===== src/rtl/sparse_pkg.sv =====
// Shared types and default dimensions for the streaming COO sparse matrix multiplier.
package sparse_pkg;

  localparam int DATA_SIZE     = 16;
  localparam int M             = 4;
  localparam int N             = 4;
  localparam int K             = 4;
  localparam int MAX_LIST_SIZE = 30;
  localparam int MAX_DIM       = (M > N) ? ((M > K) ? M : K) : ((N > K) ? N : K);
  // One spare index bit keeps out-of-range coordinates representable so they can be flagged.
  localparam int IDX_W         = $clog2(MAX_DIM + 1);
  localparam int ACC_SIZE      = 2 * DATA_SIZE + $clog2(N + 1);

  typedef struct packed {
    logic [IDX_W-1:0]            row;
    logic [IDX_W-1:0]            col;
    logic signed [DATA_SIZE-1:0] val;
  } entry;

  typedef enum logic [2:0] {
    IDLE,
    LOAD_A,
    LOAD_B,
    COMPUTE,
    DRAIN
  } state_t;

endpackage


===== src/rtl/coo_list_buf.sv =====
// Entry store for one COO list: append-only writes, occupancy count, full flag, random read.
module coo_list_buf
  import sparse_pkg::*;
#(
  parameter int DEPTH = MAX_LIST_SIZE,
  localparam int CNT_W = $clog2(DEPTH + 1)
) (
  input  logic             clk,
  input  logic             rst,
  input  logic             i_clr,
  input  logic             i_wr_en,
  input  entry             i_wr_data,
  input  logic [CNT_W-1:0] i_rd_addr,
  output entry             o_rd_data,
  output logic [CNT_W-1:0] o_count,
  output logic             o_full
);

  entry             r_mem [DEPTH];
  logic [CNT_W-1:0] r_count;

  assign o_full    = (r_count == CNT_W'(DEPTH));
  assign o_count   = r_count;
  assign o_rd_data = r_mem[i_rd_addr];

  always_ff @(posedge clk) begin
    if (i_wr_en && !o_full) begin
      r_mem[r_count] <= i_wr_data;
    end
  end

  always_ff @(posedge clk) begin
    if (rst || i_clr) begin
      r_count <= '0;
    end else if (i_wr_en && !o_full) begin
      r_count <= r_count + 1'b1;
    end
  end

endmodule


===== src/rtl/sparse_coo_mm_stream.sv =====
// Streaming C = A*B from two buffered COO lists: one MAC per cycle over all (A,B) pairs,
// then a row-major dense drain of C over a valid/ready port.
module sparse_coo_mm_stream
  import sparse_pkg::*;
#(
  parameter int DATA_SIZE     = sparse_pkg::DATA_SIZE,
  parameter int M             = sparse_pkg::M,
  parameter int N             = sparse_pkg::N,
  parameter int K             = sparse_pkg::K,
  parameter int MAX_LIST_SIZE = sparse_pkg::MAX_LIST_SIZE,
  parameter int ACC_SIZE      = 2 * DATA_SIZE + $clog2(N + 1)
) (
  input  logic                       clk,
  input  logic                       rst,
  input  logic                       in_valid,
  output logic                       in_ready,
  input  entry                       in_entry,
  input  logic                       in_is_b,
  input  logic                       in_last,
  output logic                       out_valid,
  input  logic                       out_ready,
  output logic signed [ACC_SIZE-1:0] out_data,
  output logic                       out_last,
  output logic                       busy,
  output logic                       err_overflow,
  output logic                       err_index
);

  localparam int CNT_W  = $clog2(MAX_LIST_SIZE + 1);
  localparam int C_NUM  = M * K;
  localparam int C_W    = (C_NUM > 1) ? $clog2(C_NUM) : 1;
  localparam int PROD_W = 2 * DATA_SIZE;

  state_t                     r_state, w_state_next;
  logic                       w_load_a, w_load_b, w_accept, w_wrong_list, w_idx_ok;
  logic                       w_a_full, w_b_full, w_a_wr, w_b_wr;
  logic [CNT_W-1:0]           w_a_cnt, w_b_cnt, r_ia, r_ib;
  entry                       w_a_rd, w_b_rd;
  logic                       r_err_overflow, r_err_index;
  logic [C_W-1:0]             r_out_idx, w_c_idx;
  logic                       w_cmp_empty, w_cmp_done, w_mac_en;
  logic signed [PROD_W-1:0]   w_prod;
  logic signed [ACC_SIZE-1:0] w_prod_ext;
  logic signed [ACC_SIZE-1:0] w_c [C_NUM];

  assign w_load_a     = (r_state == LOAD_A);
  assign w_load_b     = (r_state == LOAD_B);
  assign w_accept     = in_valid && (w_load_a || w_load_b);
  assign w_wrong_list = w_load_a ? in_is_b : !in_is_b;

  always_comb begin
    w_idx_ok = 1'b0;
    if (w_load_a) begin
      w_idx_ok = (in_entry.row < IDX_W'(M)) && (in_entry.col < IDX_W'(N));
    end else begin
      w_idx_ok = (in_entry.row < IDX_W'(N)) && (in_entry.col < IDX_W'(K));
    end
  end

  assign w_a_wr = w_accept && w_load_a && !w_wrong_list && w_idx_ok && !w_a_full;
  assign w_b_wr = w_accept && w_load_b && !w_wrong_list && w_idx_ok && !w_b_full;

  coo_list_buf #(.DEPTH(MAX_LIST_SIZE)) u_a_buf (
    .clk       (clk),
    .rst       (rst),
    .i_clr     (r_state == IDLE),
    .i_wr_en   (w_a_wr),
    .i_wr_data (in_entry),
    .i_rd_addr (r_ia),
    .o_rd_data (w_a_rd),
    .o_count   (w_a_cnt),
    .o_full    (w_a_full)
  );

  coo_list_buf #(.DEPTH(MAX_LIST_SIZE)) u_b_buf (
    .clk       (clk),
    .rst       (rst),
    .i_clr     (r_state == IDLE),
    .i_wr_en   (w_b_wr),
    .i_wr_data (in_entry),
    .i_rd_addr (r_ib),
    .o_rd_data (w_b_rd),
    .o_count   (w_b_cnt),
    .o_full    (w_b_full)
  );

  // An empty list still spends exactly one COMPUTE cycle before draining.
  assign w_cmp_empty = (w_a_cnt == '0) || (w_b_cnt == '0);
  assign w_cmp_done  = w_cmp_empty ||
                       ((r_ia == w_a_cnt - 1'b1) && (r_ib == w_b_cnt - 1'b1));
  assign w_mac_en    = (r_state == COMPUTE) && !w_cmp_empty && (w_a_rd.col == w_b_rd.row);
  assign w_prod      = $signed(w_a_rd.val) * $signed(w_b_rd.val);
  assign w_prod_ext  = {{(ACC_SIZE - PROD_W){w_prod[PROD_W-1]}}, w_prod};
  assign w_c_idx     = C_W'(w_a_rd.row) * C_W'(K) + C_W'(w_b_rd.col);

  genvar gi;
  generate
    for (gi = 0; gi < C_NUM; gi++) begin : g_acc
      logic signed [ACC_SIZE-1:0] r_acc;
      always_ff @(posedge clk) begin
        if (rst || r_state == IDLE) begin
          r_acc <= '0;
        end else if (w_mac_en && w_c_idx == C_W'(gi)) begin
          r_acc <= r_acc + w_prod_ext;
        end
      end
      assign w_c[gi] = r_acc;
    end
  endgenerate

  always_ff @(posedge clk) begin
    if (rst) begin
      r_state <= IDLE;
    end else begin
      r_state <= w_state_next;
    end
  end

  always_comb begin
    w_state_next = r_state;
    in_ready     = 1'b0;
    out_valid    = 1'b0;
    out_last     = 1'b0;
    case (r_state)
      IDLE:    w_state_next = LOAD_A;
      LOAD_A: begin
        in_ready = 1'b1;
        if (in_valid && in_last) w_state_next = LOAD_B;
      end
      LOAD_B: begin
        in_ready = 1'b1;
        if (in_valid && in_last) w_state_next = COMPUTE;
      end
      COMPUTE: if (w_cmp_done) w_state_next = DRAIN;
      DRAIN: begin
        out_valid = 1'b1;
        out_last  = (r_out_idx == C_W'(C_NUM - 1));
        if (out_ready && out_last) w_state_next = IDLE;
      end
      default: w_state_next = IDLE;
    endcase
  end

  always_ff @(posedge clk) begin
    if (rst) begin
      r_ia           <= '0;
      r_ib           <= '0;
      r_out_idx      <= '0;
      r_err_index    <= 1'b0;
      r_err_overflow <= 1'b0;
    end else begin
      if (w_accept && (w_wrong_list || !w_idx_ok)) begin
        r_err_index <= 1'b1;
      end
      if (w_accept && !w_wrong_list && (w_load_a ? w_a_full : w_b_full)) begin
        r_err_overflow <= 1'b1;
      end
      case (r_state)
        IDLE: begin
          r_ia      <= '0;
          r_ib      <= '0;
          r_out_idx <= '0;
        end
        COMPUTE: begin
          if (w_cmp_done) begin
            r_ia <= '0;
            r_ib <= '0;
          end else if (r_ib == w_b_cnt - 1'b1) begin
            r_ib <= '0;
            r_ia <= r_ia + 1'b1;
          end else begin
            r_ib <= r_ib + 1'b1;
          end
        end
        DRAIN: begin
          if (out_ready) r_out_idx <= r_out_idx + 1'b1;
        end
        default: ;
      endcase
    end
  end

  assign out_data     = w_c[r_out_idx];
  assign busy         = (r_state != IDLE);
  assign err_overflow = r_err_overflow;
  assign err_index    = r_err_index;

endmodule

===== config.mk =====
export PLATFORM = sky130hd
export DESIGN_NAME = sparse_coo_mm_stream
export DESIGN_NICKNAME = d
export VERILOG_FILES = /design/src/rtl/sparse_pkg.sv /design/src/rtl/coo_list_buf.sv /design/src/rtl/sparse_coo_mm_stream.sv
export SDC_FILE = /design/constraint.sdc
export NUM_CORES = 2
export LEC_CHECK = 0
export CAP_MARGIN = 40
export CORE_UTILIZATION = 50
export DETAILED_ROUTE_END_ITERATION = 10
export GPL_TIMING_DRIVEN = 0
export PLACE_DENSITY = 0.69
export SYNTH_ARGS = -nofsm -noshare
export SYNTH_HDL_FRONTEND = slang
export SYNTH_SLANG_ARGS = --single-unit
export TNS_END_PERCENT = 50

===== constraint.sdc =====
create_clock -name clk -period 13.7 [get_ports clk]
set_clock_uncertainty 0.05 [all_clocks]
set_input_delay 2.055 -clock clk [delete_from_list [all_inputs] [get_ports clk]]
set_output_delay 2.055 -clock clk [all_outputs]
set_load 0.02 [all_outputs]

======== Yosys cells after proc, flatten, opt, wreduce, memory -nomap -nowiden ========
Memories as Yosys holds them, arrays and structs flattened. A register that Yosys moved wholly into a read port is not among the register bits.
Index checks and enable logic that the tools add are counted.
Widths: inputs -> output; s select.
cells by class
  eq/ne operators ......................... 31
  bitwise logic cells ..................... 1
  shift-type cells ........................ 0
  multiplexer cells ....................... 29
  multipliers ............................. 1
  divide/modulo/power cells ............... 0
  $lt $le $gt $ge ......................... 3
  reduce and logical (&&, ||, !) cells .... 58
  $add $sub $neg .......................... 24
operators by type and width
  operator             count
  $add 35x32->35       16
  $bmux 35 s4          1
  $mux 35              2
  $mux 5               8
  $eq 4x4->1 const B   9
  $logic_and 1x1->1    36
  $mul 16x16->32       1
  $add 5x1->5 const B  4
  $pmux 5 s2           2
  $eq 4x3->1 const B   4
  $pmux 3 s5           1
  $mux 3               4
  $eq 5x5->1           2
  $eq 5x5->1 const B   2
  $logic_not 5->1      2
  $sub 5x1->5 const B  2
  $mux 1               9
  $eq 4x2->1 const B   2
  $pmux 4 s2           1
  $eq 3x2->1 const B   2
  $logic_not 1->1      6
  $lt 3x3->1 const B   2
  $ne 2x2->1 const B   3
  $ge 5x5->1 const B   1
  other kinds (18)     25
word-level totals
  bits in registers ....................... 589
  RAM bits ................................ 1320
  memories ................................ 2
  memory bits (read-only) ................. 0
  latch bits .............................. 0
  logic and storage cells ................. 173
memory list
  memory         words  bits a word  read ports  clocked after memory_dff  write ports  line                source
  u_a_buf.r_mem  30     22           1           1                         1            coo_list_buf.sv:19  entry r_mem [DEPTH];
  u_b_buf.r_mem  30     22           1           1                         1            coo_list_buf.sv:19

======== Longest topological paths before layout ========
  word-level depth ........................ 10
  mapped depth ............................ 47
  gate-level depth less buffers ........... 39

======== Modules after synthesis ========
From an unflattened synthesis, not the netlist that was laid out.
unflattened totals
  cells, all modules ...................... 9761
  area, all modules ....................... 111348.0 µm²
modules (own cells, without submodules)
  module                   times used  area an instance (µm²)  cells each
  sparse_coo_mm_stream     1           59966.3                 7322
  coo_list_buf at u_a_buf  1           25702.2                 1250
  coo_list_buf at u_b_buf  1           25679.6                 1189

======== Worst setup path before layout ========
No wires, ideal clock.
  path type ............................... reg-to-reg
  from .................................... register (tool-made name)
  to ...................................... register g_acc[12].r_acc[34]
  setup slack ............................. 1627 ps
  data required time ...................... 13578 ps
  arrival ................................. 11952 ps
  clock period less this slack ............ 12073 ps
  library setup time ...................... 72 ps
  path buffers ............................ 10
  cell stages (with the launch flop) ...... 41
  path through ............................ dfxtp_1 -> buf_2 -> buf_6 -> buf_4 -> buf_4 -> buf_2 -> buf_2 -> buf_2 -> buf_2 -> mux2_2 -> mux4_2 -> mux2i_1 -> buf_2 -> nor2_1 -> fa_1 -> inv_1 -> fa_1 -> fa_1 -> [... 5 more ...] -> inv_1 -> ha_1 -> and3_1 -> a221oi_1 -> a2bb2oi_1 -> o21ai_0 -> o311ai_0 -> nand4b_1 -> xnor2_1 -> inv_1 -> clkbuf_1 -> ha_1 -> and4_1 -> a221oi_1 -> o21ai_0 -> a21oi_1 -> mux2i_1 -> mux2i_1
RTL lines
  what                  line                         source
  end signal, assigned  sparse_coo_mm_stream.sv:104  r_acc <= r_acc + w_prod_ext;
  end, declared         sparse_coo_mm_stream.sv:99   logic signed [ACC_SIZE-1:0] r_acc;

==> summary.md <==
| Metric | Value |
|---|---|
| Min-Delay Path Depth | `2` |
| Syn Inst Count | `~9300` |
| Final wirelength | `354000 um` |
| Die footprint | `approximately 220000 sq um` |
| Routed Antenna Nets | `0` |
| Vias/cell | `about 6.3` |
| Syn Nets | `10300` |
| Most common cell after layout, fill and taps aside | `edfxtp_1` |
| DP Area | `roughly 120000 sq um` |
| Synthesized area | `~110000 sq um` |
| Design area | `~130000 sq um` |
| Vias | `about 80000` |
| Worst R2R Path Depth | `41` |
| R2R Setup Slk | `350 ps` |
| Pre-antenna DRT Iters | `6` |
| Worst skew pair latency | `890 ps` |
| GR Util All Layers | `between 30 and 40%` |
| CP startpoint kind | `flop` |
| DR WL met3 | `~33000 um` |
| Met2 WL | `around 160000 um` |
| Post-synth ARST share | `0%` |
| YS warnings | `0` |
| Layout cells sized above 1 | `between 10% and 20%` |
| Slew Viols, Final | `0` |
| WP data required | `approximately 14000 ps` |
| Max-Cap Viols | `0` |
| Routed metal-1 wirelength | `133000 um` |
| Largest net degree at the start of global routing | `just over 60` |
| Worst Path Max Fanout | `10` |
| I/O pin total | `69` |
| Core ar. | `between 200000 and 250000 sq um` |
| Slowest stage delay, CP | `670 ps` |
| Slew headroom | `36.3%` |
| Vias in the first global route | `approximately 80000` |
| Status | `completed` |
| Longest Clk Path Bufs | `3` |
| DP Wirelength | `267000 um` |
| Post-Syn Area per Cell | `approximately 12 sq um` |
| Slowest stage cell, crit path | `buf_1` |
| WS Path Type | `reg2reg` |
| Grt total ovfl | `0` |
| Most used DFF post-synth | `edfxtp_1` |
| Filler cell count | `roughly 17000` |
| Gpl congestion | `~1.0` |
| Post-synthesis register bit count | `1889` |
| Synth-to-layout area growth | `14.0%` |
| Initial Util | `50.3%` |
| Final hold violation count | `0` |
| Drt wl/cell | `around 28 um` |
| PnR worst setup slack | `roughly 350 ps` |
| CTS tree | `built` |
| Initial DRC count | `8376` |
| Fin crit share | `97.5%` |
| Hold Path Class | `reg2reg` |
| Die width | `approximately 470 um` |
| Worst EP arrival | `between 10000 and 15000 ps` |
| Die height | `around 470 um` |
| Multi-input gate area | `around 57000 sq um` |
| Setup violations, final | `0` |
| Commonest non-fill, non-tap cells in the layout | `edfxtp_1 (1290), nor2_1 (858), a21oi_1 (777), ha_1 (687), nand2_1 (683)` |
| Clk sinks | `1889` |
| Reg area | `50700 sq um` |
| Post-Place Setup Slack | `-1360 ps` |
| Critical path capture point type | `flop` |
| H-tree Lvls | `4` |
| Clock period minus worst slack | `13350 ps` |
| Post-route DRC | `0` |
| Number of core rows | `roughly 170` |
| Max Fclk | `between 70 and 80 MHz` |
| TritonCTS Buffers | `about 200` |
| Number of synthesized flops with an enable pin | `roughly 1300` |
| # hold bufs at CTS | `0` |
| Worst slew pin tran | `952 ps` |
| First-pass GRT wire length | `513000 um` |
| Sequential area share after synthesis | `between 40% and 50%` |
| Number of distinct library cells after synthesis | `slightly below 90` |
| Clock slew at reported path FFs | `around 60 ps` |
| RSZ-0062 raised after global routing | `no` |
| Port Buffer Count | `a little under 70` |
| CTS root buffer | `clkbuf_16` |
| Top Metal Used | `met5` |
| Initial antenna violation count | `16` |
| # nets final | `~11000` |
[worst max-delay path: cells and delay by family, from the launching register on]
| kind | cells | cell delay [ps] |
|---|---|---|
| and+or+nand+nor | 1 | 110 |
| DFF | 1 | 330 |
| AOI/OAI and AO/OA | 16 | 4200 |
| buffers and inverters | 10 | 2540 |
| xor gates and xnor gates | 1 | 330 |
| muxes | 5 | 1850 |
| adders and majority gates | 8 | 3850 |
[registers in the layout, summed over array words and instances, names as in the netlist, named ones only]
name	flops
g_acc.r_acc	560
r_ia	5
r_out_idx	4
u_a_buf.o_count	5
r_ib	5
u_b_buf.o_count	5
u_a_buf.r_mem	630
r_state	3
err_index	1
u_b_buf.r_mem	660
err_overflow	1
[metrics by stage]
step | std cells | utilization [%] | setup TNS (ps) | hold WS [ps]
2_1_floorplan | 9266 | - | 0 | 390
4_1_cts | 12800 | 57.2 | 0 | 424
6_report | 12800 | 57.3 | 0 | 422
3_5_place_dp | 12400 | 54.2 | -30280 | 412
5_1_grt | 12800 | 57.3 | 0 | 437
3_3_place_gp | 12200 | 52.2 | -743530 | 404
[path summary, 6_finish.rpt]
path	startpoint	to
worst max-delay path	flop	g_acc[14].r_acc[34]$_SDFFE_PP0P_
worst min-delay path	g_acc[10].r_acc[33]$_SDFFE_PP0P_	g_acc[10].r_acc[33]$_SDFFE_PP0P_
worst max register to register	flop	g_acc[14].r_acc[34]$_SDFFE_PP0P_
worst min register to register	g_acc[10].r_acc[33]$_SDFFE_PP0P_	g_acc[10].r_acc[33]$_SDFFE_PP0P_
[cell families after synthesis]
logic type / Yosys count / share of synthesized area, %
simple gates: 2249 / 9.03
compound gates: 1930 / 11.0
mux: 871 / 13.9
flops: 1889 / 46.0
fa+ha+maj: 966 / 12.8
buf+inv: 835 / 2.99
xor+xnor: 526 / 4.18
[area by class of cell]
type | count | area share, %
clock inverter | 118 | 1.03
buffer | 360 | 1.27
inverter | 469 | 1.40
timing repair buffer | 282 | 3.46
multi-input combinational | 6542 | 45.4
antenna | 9 | 0.0179
sequential | 1889 | 40.3
tap | 2871 | 2.85
clock buffer | 251 | 4.23
[cell usage after synthesis, types with 15 or more instances]
cell type  number  area [sq um]
edfxtp_1     1290         38700
nor2_1        920          3450
a21oi_1       779          3900
ha_1          688          8610
nand2_1       683          2560
dfxtp_1       599         12000
mux4_2        527         11900
inv_1         468          1760
xnor2_1       352          3080
a21o_1        334          2510
mux2i_1       284          2840
fa_1          278          5570
clkbuf_1      245           920
o21ai_0       225          1130
xor2_1        174          1520
nand3_1       133           666
o21bai_1       90           676
a211oi_1       81           608
buf_2          76           380
nor3_1         73           365
o21a_1         72           541
nand2b_1       71           444
nor2b_1        58           363
and3_1         56           350
mux2_2         55           619
nand4_1        55           344
a31oi_1        51           319
or3_1          46           288
or2_2          35           219
o211ai_1       32           240
o31ai_1        32           240
buf_1          30           113
a22oi_1        29           218
and2_1         28           175
nand3b_1       19           143
a31o_2         18           158
a211o_1        16           140
a21boi_0       15           113
a221oi_1       15           131
[routing by layer]
layer  global-route usage [%]  vias to the layer above
met3                     6.13                      968
met4                     19.6                       16
met1                     38.9                    40000
met2                     50.4                     4052
li1                         -                    35400
met5                        0                        -
[timing repair]
action,4_1_cts,5_1_grt
setup buffers,1,1
gates resized for setup,35,36
setup endpoints to repair,97,40
pin swaps,1,1
Power is left out: the tool's default activity adds up to more than one toggle a clock period on the data nets, which glitch-free logic cannot reach.
